--- src/rtl/clk_div_pkg.sv ---
// Shared constants and types for the clock divider generator.
package clk_div_pkg;

  // Default divisor width and the divisor every channel wakes up with.
  localparam int unsigned DIV_W_DEFAULT     = 8;
  localparam int unsigned DEFAULT_DIV_VALUE = 2;

  // Divisor value at the default width.
  typedef logic [DIV_W_DEFAULT-1:0] div_t;

endpackage : clk_div_pkg

--- src/rtl/clk_div_ch.sv ---
// One divided-clock channel: period counter, shadow/active divisor pair,
// pending-update flag and the high/low phase compare.
module clk_div_ch
  import clk_div_pkg::*;
#(
  parameter int unsigned DIV_W       = DIV_W_DEFAULT,
  parameter int unsigned DEFAULT_DIV = DEFAULT_DIV_VALUE
) (
  input  logic             clk_i,
  input  logic             rst_ni,
  input  logic             align_i,
  input  logic             load_i,
  input  logic [DIV_W-1:0] loadDiv_i,
  output logic             pending_o,
  output logic             clk_o,
  output logic             tick_o
);

  logic [DIV_W-1:0] activeDiv_q, activeDiv_d;
  logic [DIV_W-1:0] shadowDiv_q, shadowDiv_d;
  logic [DIV_W-1:0] cnt_q, cnt_d;
  logic             pending_q, pending_d;
  logic             clk_q, clk_d;
  logic             tick_q, tick_d;

  logic             chDisabled;
  logic             lastCnt;
  logic             boundary;
  logic [DIV_W-1:0] highLen;

  // A divisor of 0 or 1 parks the channel; every edge is then a period boundary.
  assign chDisabled = (activeDiv_q <= DIV_W'(1));
  assign lastCnt    = (cnt_q == (activeDiv_q - DIV_W'(1)));
  assign boundary   = chDisabled | lastCnt;
  // High phase is ceil(N/2) counts, so odd divisors get the extra cycle high.
  assign highLen    = activeDiv_q - (activeDiv_q >> 1);

  // Next-state: count/compare, then accept a new shadow value, then align or divisor swap.
  always_comb begin
    activeDiv_d = activeDiv_q;
    shadowDiv_d = shadowDiv_q;
    pending_d   = pending_q;
    cnt_d       = '0;
    clk_d       = 1'b0;
    tick_d      = 1'b0;

    if (!chDisabled) begin
      cnt_d  = lastCnt ? '0 : cnt_q + DIV_W'(1);
      clk_d  = (cnt_q < highLen);
      tick_d = lastCnt;
    end

    if (load_i) begin
      shadowDiv_d = loadDiv_i;
      pending_d   = 1'b1;
    end

    if (align_i) begin
      cnt_d  = '0;
      clk_d  = 1'b0;
      tick_d = 1'b0;
    end else if (boundary && pending_q) begin
      activeDiv_d = shadowDiv_q;
      pending_d   = 1'b0;
      cnt_d       = '0;
    end
  end

  // Channel state register with asynchronous return to the default divisor.
  always_ff @(posedge clk_i or negedge rst_ni) begin
    if (!rst_ni) begin
      activeDiv_q <= DIV_W'(DEFAULT_DIV);
      shadowDiv_q <= DIV_W'(DEFAULT_DIV);
      pending_q   <= 1'b0;
      cnt_q       <= '0;
      clk_q       <= 1'b0;
      tick_q      <= 1'b0;
    end else begin
      activeDiv_q <= activeDiv_d;
      shadowDiv_q <= shadowDiv_d;
      pending_q   <= pending_d;
      cnt_q       <= cnt_d;
      clk_q       <= clk_d;
      tick_q      <= tick_d;
    end
  end

  assign pending_o = pending_q;
  assign clk_o     = clk_q;
  assign tick_o    = tick_q;

endmodule : clk_div_ch

--- src/rtl/clk_div_gen.sv ---
// Multi-channel clock divider: decodes the shared config bus into per-channel
// load strobes and instantiates one clk_div_ch per output.
module clk_div_gen
  import clk_div_pkg::*;
#(
  parameter int unsigned NUM_CH      = 4,
  parameter int unsigned DIV_W       = DIV_W_DEFAULT,
  parameter int unsigned DEFAULT_DIV = DEFAULT_DIV_VALUE,
  localparam int unsigned CH_W       = (NUM_CH > 1) ? $clog2(NUM_CH) : 1
) (
  input  logic              clk_in,
  input  logic              rst_n,
  input  logic              cfg_valid,
  output logic              cfg_ready,
  input  logic [CH_W-1:0]   cfg_ch,
  input  logic [DIV_W-1:0]  cfg_div,
  input  logic              align,
  output logic [NUM_CH-1:0] clk_out,
  output logic [NUM_CH-1:0] tick
);

  logic [NUM_CH-1:0] pending;
  logic [NUM_CH-1:0] load;

  // Config decode: an unmatched channel index reads as ready and loads nothing.
  always_comb begin
    cfg_ready = 1'b1;
    load      = '0;
    for (int i = 0; i < int'(NUM_CH); i++) begin
      if (cfg_ch == CH_W'(i)) begin
        cfg_ready = ~pending[i];
        load[i]   = cfg_valid & ~pending[i];
      end
    end
  end

  for (genvar g = 0; g < int'(NUM_CH); g++) begin : gCh
    clk_div_ch #(
      .DIV_W       (DIV_W),
      .DEFAULT_DIV (DEFAULT_DIV)
    ) uCh (
      .clk_i     (clk_in),
      .rst_ni    (rst_n),
      .align_i   (align),
      .load_i    (load[g]),
      .loadDiv_i (cfg_div),
      .pending_o (pending[g]),
      .clk_o     (clk_out[g]),
      .tick_o    (tick[g])
    );
  end

endmodule : clk_div_gen

--- config.mk ---
export PLATFORM = sky130hd
export DESIGN_NAME = clk_div_gen
export DESIGN_NICKNAME = d
export VERILOG_FILES = /design/src/rtl/clk_div_pkg.sv /design/src/rtl/clk_div_ch.sv /design/src/rtl/clk_div_gen.sv
export SDC_FILE = /design/constraint.sdc
export NUM_CORES = 1
export LEC_CHECK = 0
export ABC_AREA = 0
export CORE_MARGIN = 4
export CORE_UTILIZATION = 63
export CTS_CLUSTER_DIAMETER = 40
export DETAILED_ROUTE_END_ITERATION = 10
export HOLD_SLACK_MARGIN = 0.05
export MAX_ROUTING_LAYER = met4
export PLACE_DENSITY = 0.77
export SYNTH_ARGS = -nofsm -noshare
export SYNTH_HDL_FRONTEND = slang
export SYNTH_SLANG_ARGS = --single-unit
--- constraint.sdc ---
create_clock -name clk_in -period 3.65 [get_ports clk_in]
set_input_delay 0.5475 -clock clk_in [delete_from_list [all_inputs] [get_ports clk_in]]
set_output_delay 0.5475 -clock clk_in [all_outputs]
set_load 0.02 [all_outputs]
# ---- After elaboration in Yosys (flattened, before gate mapping)
# Index checks and enable logic that the tools add are counted.
dict set report classes {
  n_reduce_logical 9
  addsub 12
  n_eq_ne 7
  order_cmp 8
  n_mux 52
  bitwise_logic 13
}
# cell count
set op_table {}
lappend op_table {{two-way mux 8 bit} 16}
lappend op_table {{two-way mux 1 bit} 36}
lappend op_table {{adder 8 x 1 -> 8 bit, second input constant} 4}
lappend op_table {{equality test 8 bit} 4}
lappend op_table {{<= comparator 8 x 1 -> 1 bit, second input constant} 4}
lappend op_table {{< comparator 8 bit} 4}
lappend op_table {{subtractor 8 x 1 -> 8 bit, second input constant} 4}
lappend op_table {{subtractor 8 x 7 -> 8 bit} 4}
lappend op_table {{AND reduction 2 bit} 4}
lappend op_table {{inverter 1 bit} 5}
lappend op_table {{bitwise AND 1 bit} 4}
lappend op_table {{equality test 2 bit, second input constant} 2}
lappend op_table {{logical AND 1 bit} 4}
lappend op_table {{bitwise OR 1 bit} 4}
lappend op_table {{equality test 2 x 1 -> 1 bit, second input constant} 1}
lappend op_table {{logical NOT 2 bit} 1}
dict set report totals {
  ff_bits 108
  wordCells 125
}

# ---- Logic depth before layout (Yosys ltp)
dict set report depth {
  depth_word 6
  mapped_depth 14
  mapped_depth_nobuf 14
}

# ---- Cells and area by module
# Synthesis repeated with hierarchy kept, for this count alone.
dict set report unflattened {
  cells_unflattened 704
  area_unflattened_um2 7601.0
}
# module area_per_inst_um2 seq_area_each_um2 cells_each instances
set modules_own_cells {}
lappend modules_own_cells {{clk_div_ch (gCh[0].uCh ...)} 1881.8 678.2 176 2}
lappend modules_own_cells {{clk_div_ch (gCh[1].uCh)} 1898.1 678.2 170 1}
lappend modules_own_cells {{clk_div_ch (gCh[3].uCh)} 1878.1 678.2 175 1}
lappend modules_own_cells {clk_div_gen 61.3 0.0 7 1}

# ---- Least setup slack after synthesis
# OpenSTA, ideal clock, no wires.
dict set report synth_timing {
  path_type {reg-to-reg}
  from {register gCh[3].uCh.activeDiv_q[1]}
  to {register gCh[3].uCh.clk_q}
  period_less_slack_ns 2.700
  setup_ns 0.082
  stages_incl_launch_ff 12
  slack_ns 0.950
  t_arrival_ns 2.618
  path_cell_list {dfstp_2 > inv_1 > ha_1 > o21ba_2 > o21ai_0 > a221oi_1 > o21bai_1 > a21oi_1 > xnor2_1 > ha_1 > a2111o_1 > a31oi_1}
}
dict set report synth_via {
  elab_chain_cells 4
  elab_cells_between_ends 5
  classes_between {1 x add/sub; 2 x order compare; 2 x mux}
}
# item line_no
set synth_lines {}
lappend synth_lines {{from (decl)} clk_div_ch.sv:19} ;# logic [DIV_W-1:0] activeDiv_q, activeDiv_d;
lappend synth_lines {{from (signal assigned)} clk_div_ch.sv:72} ;# activeDiv_q <= DIV_W'(DEFAULT_DIV);
lappend synth_lines {{from (signal assigned)} clk_div_ch.sv:79} ;# activeDiv_q <= activeDiv_d;
lappend synth_lines {{subtractor 8 x 7 -> 8 bit} clk_div_ch.sv:36} ;# assign highLen = activeDiv_q - (activeDiv_q >> 1);
lappend synth_lines {{< comparator 8 bit} clk_div_ch.sv:49} ;# clk_d = (cnt_q < highLen);
lappend synth_lines {{two-way mux 1 bit *} clk_div_ch.sv:47} ;# if (!chDisabled) begin
lappend synth_lines {{two-way mux 1 bit *} clk_div_ch.sv:58} ;# if (align_i) begin
lappend synth_lines {{net gCh[3].uCh.clk_d} clk_div_ch.sv:23} ;# logic clk_q, clk_d;
lappend synth_lines {{to (signal assigned)} clk_div_ch.sv:83} ;# clk_q <= clk_d;
lappend synth_lines {{to (decl)} clk_div_ch.sv:23}
# Mark *: on every way through the listed nets, which the timed path passes. The rest lies on a longest branch.
# A chain may end at the register's enable or synchronous reset.

# ---- Worst setup path after layout
# Same ends and word-level chain as after synthesis.

==> flow_summary_export.csv <==
group,metric,value,unit
pwr,p_leak,0.00372,uW
clock_tree,cts_tree,"yes",
global_routing,grt_use_total,23.5,%
timing,finalClockSkew,7.33,ps
clock_tree,htreeDepth,3,
placed_design,placed_area,0.00774,sq mm
clock_tree,numCtsBuffers,9,
clock_tree,clk_latency,350,ps
detailed_routing,ant_nets,0,
cells_and_area,fillers,880,
cells_and_area,diodes,0,
cells_and_area,syn_to_final_growth,8.63,%
global_routing,antenna_found_initial,0,
clock_tree,clk_pin_slew,70,ps
timing,period_minus_slack,3020,ps
run,maxCapViolCount,0,
timing,clock.fmax,331,MHz
pwr,power,7430,uW
placed_design,portBuffers,22,
floorplan,die_w,116,um
floorplan,boundaryPins,23,
timing,slew_viol_final,0,
detailed_routing,routed_wl,14000,um
synthesis,synth-edff-count,0,
detailed_routing,vias,4849,
detailed_routing,firstDrtPassIters,4,
placed_design,dp_cells,851,
clock_tree,max-clock-path-buffers,2,
detailed_routing,drt_iter0_drc,255,
floorplan,die_area,0.0135,sq mm
timing,post-route-period-util,82.7,%
floorplan,initial_core_util,64.5,%
global_routing,grt_pass1_wl,24400,um
timing,slew_headroom,48.3,%
synthesis,ys_async_sr_fraction,100,%
timing,grt_setup_unrepaired,"no",
clock_tree,cts.sinks,108,
global_routing,overflow,0,
timing,worst_pin_slew,775,ps
global_routing,grt_pass1_vias,5165,
floorplan,core,0.0114,sq mm
floorplan,rows,39,
cells_and_area,multiInputGateArea,0.00433,sq mm
clock_tree,cts_root_buffer,"clkbuf_16",
clock_tree,cts_hold_buf,0,
synthesis,synth.lib_cells_used.distinct,47,
synthesis,syn-cell-area,0.00736,sq mm
clock_tree,cts_resized,0,
setup_path,crit_path_start_kind,"flip-flop",
pwr,vdd_drop_max,0.691,mV
synthesis,yosysSeqAreaShare,36.8,%
synthesis,yosysWarnings,0,
cells_and_area,drive_above_1_share,14.4,%
setup_path,crit_fanout,5,
timing,final-hold-violation-count,0,
setup_path,critPathRequiredTime,3920,ps
synthesis,synth_nets,813,
synthesis,synth_area_per_cell,10.7,sq um
detailed_routing,drcViolationCount,0,
timing,final.setup.tns,0,ps
placed_design,gp_congestion,0.840,
setup_path,cp-end-kind,"flip-flop",
pwr,power.density,929,mW/mm^2
detailed_routing,wire_per_inst,16.1,um
synthesis,synth_cells,691,
global_routing,grt_max_degree,109,
setup_path,cp.arrival,3290,ps
synthesis,synth_seq_cells,108,
floorplan,fp.dieH,116,um
setup_path,path_class,"flip-flop to flip-flop",
detailed_routing,viasPerCell,5.59,
clock_tree,post_cts.repair.setup_buffers,0,
cells_and_area,final_cells,867,
placed_design,dp_hpwl,10800,um
cells_and_area,layout.nets,841,
outcome,outcome,"complete, no violations",
cells_and_area,stdcell_area,0.00800,sq mm
cells_and_area,regArea,0.00271,sq mm
synthesis,synth_ff_type,"dfrtp_1",
timing,finalSetupViolations,0,
worst_hold_path,hp-class,"primary input to async pin",
-- path summary, 6_finish.rpt --
check | startpoint | endpoint | slack [ps] | cells past startpoint
min reg2reg | gCh[2].uCh.shadowDiv_q[0] | gCh[2].uCh.activeDiv_q[0] | 500 | 1
min in group clk_in | gCh[2].uCh.shadowDiv_q[0] | gCh[2].uCh.activeDiv_q[0] | 500 | 1
max | gCh[3].uCh.activeDiv_q[1] | gCh[3].uCh.clk_o | 630 | 11
max reg2reg | gCh[3].uCh.activeDiv_q[1] | gCh[3].uCh.clk_o | 630 | 11
min | rst_n | gCh[3].uCh.clk_o | 240 | 2
max in group asynchronous | rst_n | gCh[0].uCh.cnt_q[4] | 2930 | 2
-- where the power goes --
group	leakage (uW)	total, uW	internal, uW	switching [uW]
clock	0.000121	888	464	424
combinational	0.00225	4410	2150	2270
sequential	0.00135	2130	1670	451
-- layout by cell type, fill, tap and decap left out, types with 3 or more instances in the layout --
cell             count
a21o_1               5
nand3b_1             4
clkbuf_16            9
dfstp_2              8
buf_4                5
and3_1              10
nand2b_1            10
a21boi_0             8
nor2b_1              6
fa_1                 4
a21oi_1             20
inv_1               67
nand3_1             20
nand4_1              6
mux2_2              64
a21bo_2              4
ha_1               104
xor2_1              36
o21bai_1             6
a221oi_1             3
clkdlybuf4s50_1     21
o21ba_2              3
o211ai_1             4
nor2_1              58
nand2_1             14
o21ai_0             18
xnor2_1             66
nor3_1              10
clkbuf_1             5
dfrtp_1            100
-- critical path: stages (launching register included) --
cell and delay [ps]:
dfstp_2 580, inv_1 90, ha_1 290, o21ba_2 130
o21ai_0 110, a221oi_1 440, o21bai_1 120, a21oi_1 190
xnor2_1 140, ha_1 260, a2111o_1 420, a31oi_1 170
-- through the flow --
step / hold slack [ps] / utilization [%] / setup WS, ps
floorplan: 252 / - / 950
global route: 299 / 70.0 / 489
global placement: 484 / 67.8 / 772
finish: 238 / 70.0 / 630
detailed placement: 491 / 67.8 / 680
CTS: 288 / 70.0 / 653
-- logic make-up after synthesis --
family / after synthesis / synth area share [%]
flops: 108 / 36.8
buf+inv: 78 / 4.38
mux: 65 / 10.1
simple gates: 145 / 9.60
fa+ha+maj: 108 / 18.8
compound gates: 85 / 8.18
xor+xnor: 102 / 12.1
-- flip-flops by register name (all words and copies together) (netlist names) --
register	flops
gCh.uCh.activeDiv_q	32
gCh.uCh.clk_o	4
gCh.uCh.cnt_q	32
gCh.uCh.pending_o	4
gCh.uCh.shadowDiv_q	32
gCh.uCh.tick_o	4
-- synth_stat cells, drive strengths merged, types with 2 or more instances --
| cell | n | area [sq um] |
|---|---|---|
| a21bo | 4 | 40.0 |
| a21boi | 8 | 60.1 |
| a21o | 5 | 37.5 |
| a21oi | 22 | 118 |
| a221oi | 3 | 26.3 |
| a31oi | 2 | 12.5 |
| a41oi | 3 | 33.8 |
| and3 | 10 | 62.6 |
| buf | 8 | 60.1 |
| clkbuf | 2 | 7.51 |
| dfrtp | 100 | 2500 |
| dfstp | 8 | 210 |
| fa | 4 | 80.1 |
| ha | 104 | 1300 |
| inv | 67 | 251 |
| mux2 | 64 | 721 |
| nand2 | 14 | 52.6 |
| nand2b | 10 | 62.6 |
| nand3 | 21 | 110 |
| nand3b | 4 | 30.0 |
| nand4 | 6 | 37.5 |
| nor2 | 58 | 218 |
| nor2b | 6 | 37.5 |
| nor3 | 10 | 50.1 |
| nor3b | 2 | 15.0 |
| nor4 | 2 | 18.8 |
| o211ai | 4 | 30.0 |
| o21ai | 19 | 95.1 |
| o21ba | 3 | 30.0 |
| o21bai | 6 | 45.0 |
| xnor2 | 66 | 578 |
| xor2 | 36 | 315 |
-- routing by layer --
layer  vias up  part of all wire (%)  GRT usage (%)
met5         -                     0              -
met3        17                   2.5           4.97
met2        44                    51           39.7
met1      2403                    46           29.3
li1       2385                     -              -
met4         0                   1.4           5.49
-- cell type report --
class	instances	share of cell area, %
clock buffers	14	3.05
flip-flops and latches	108	33.9
inverters	68	3.19
multi-input cells	505	54.1
repair buffers	27	3.35
clock inverters	2	0.156
well taps	143	2.24
No activity file was read; power rests on OpenSTA's default activity.
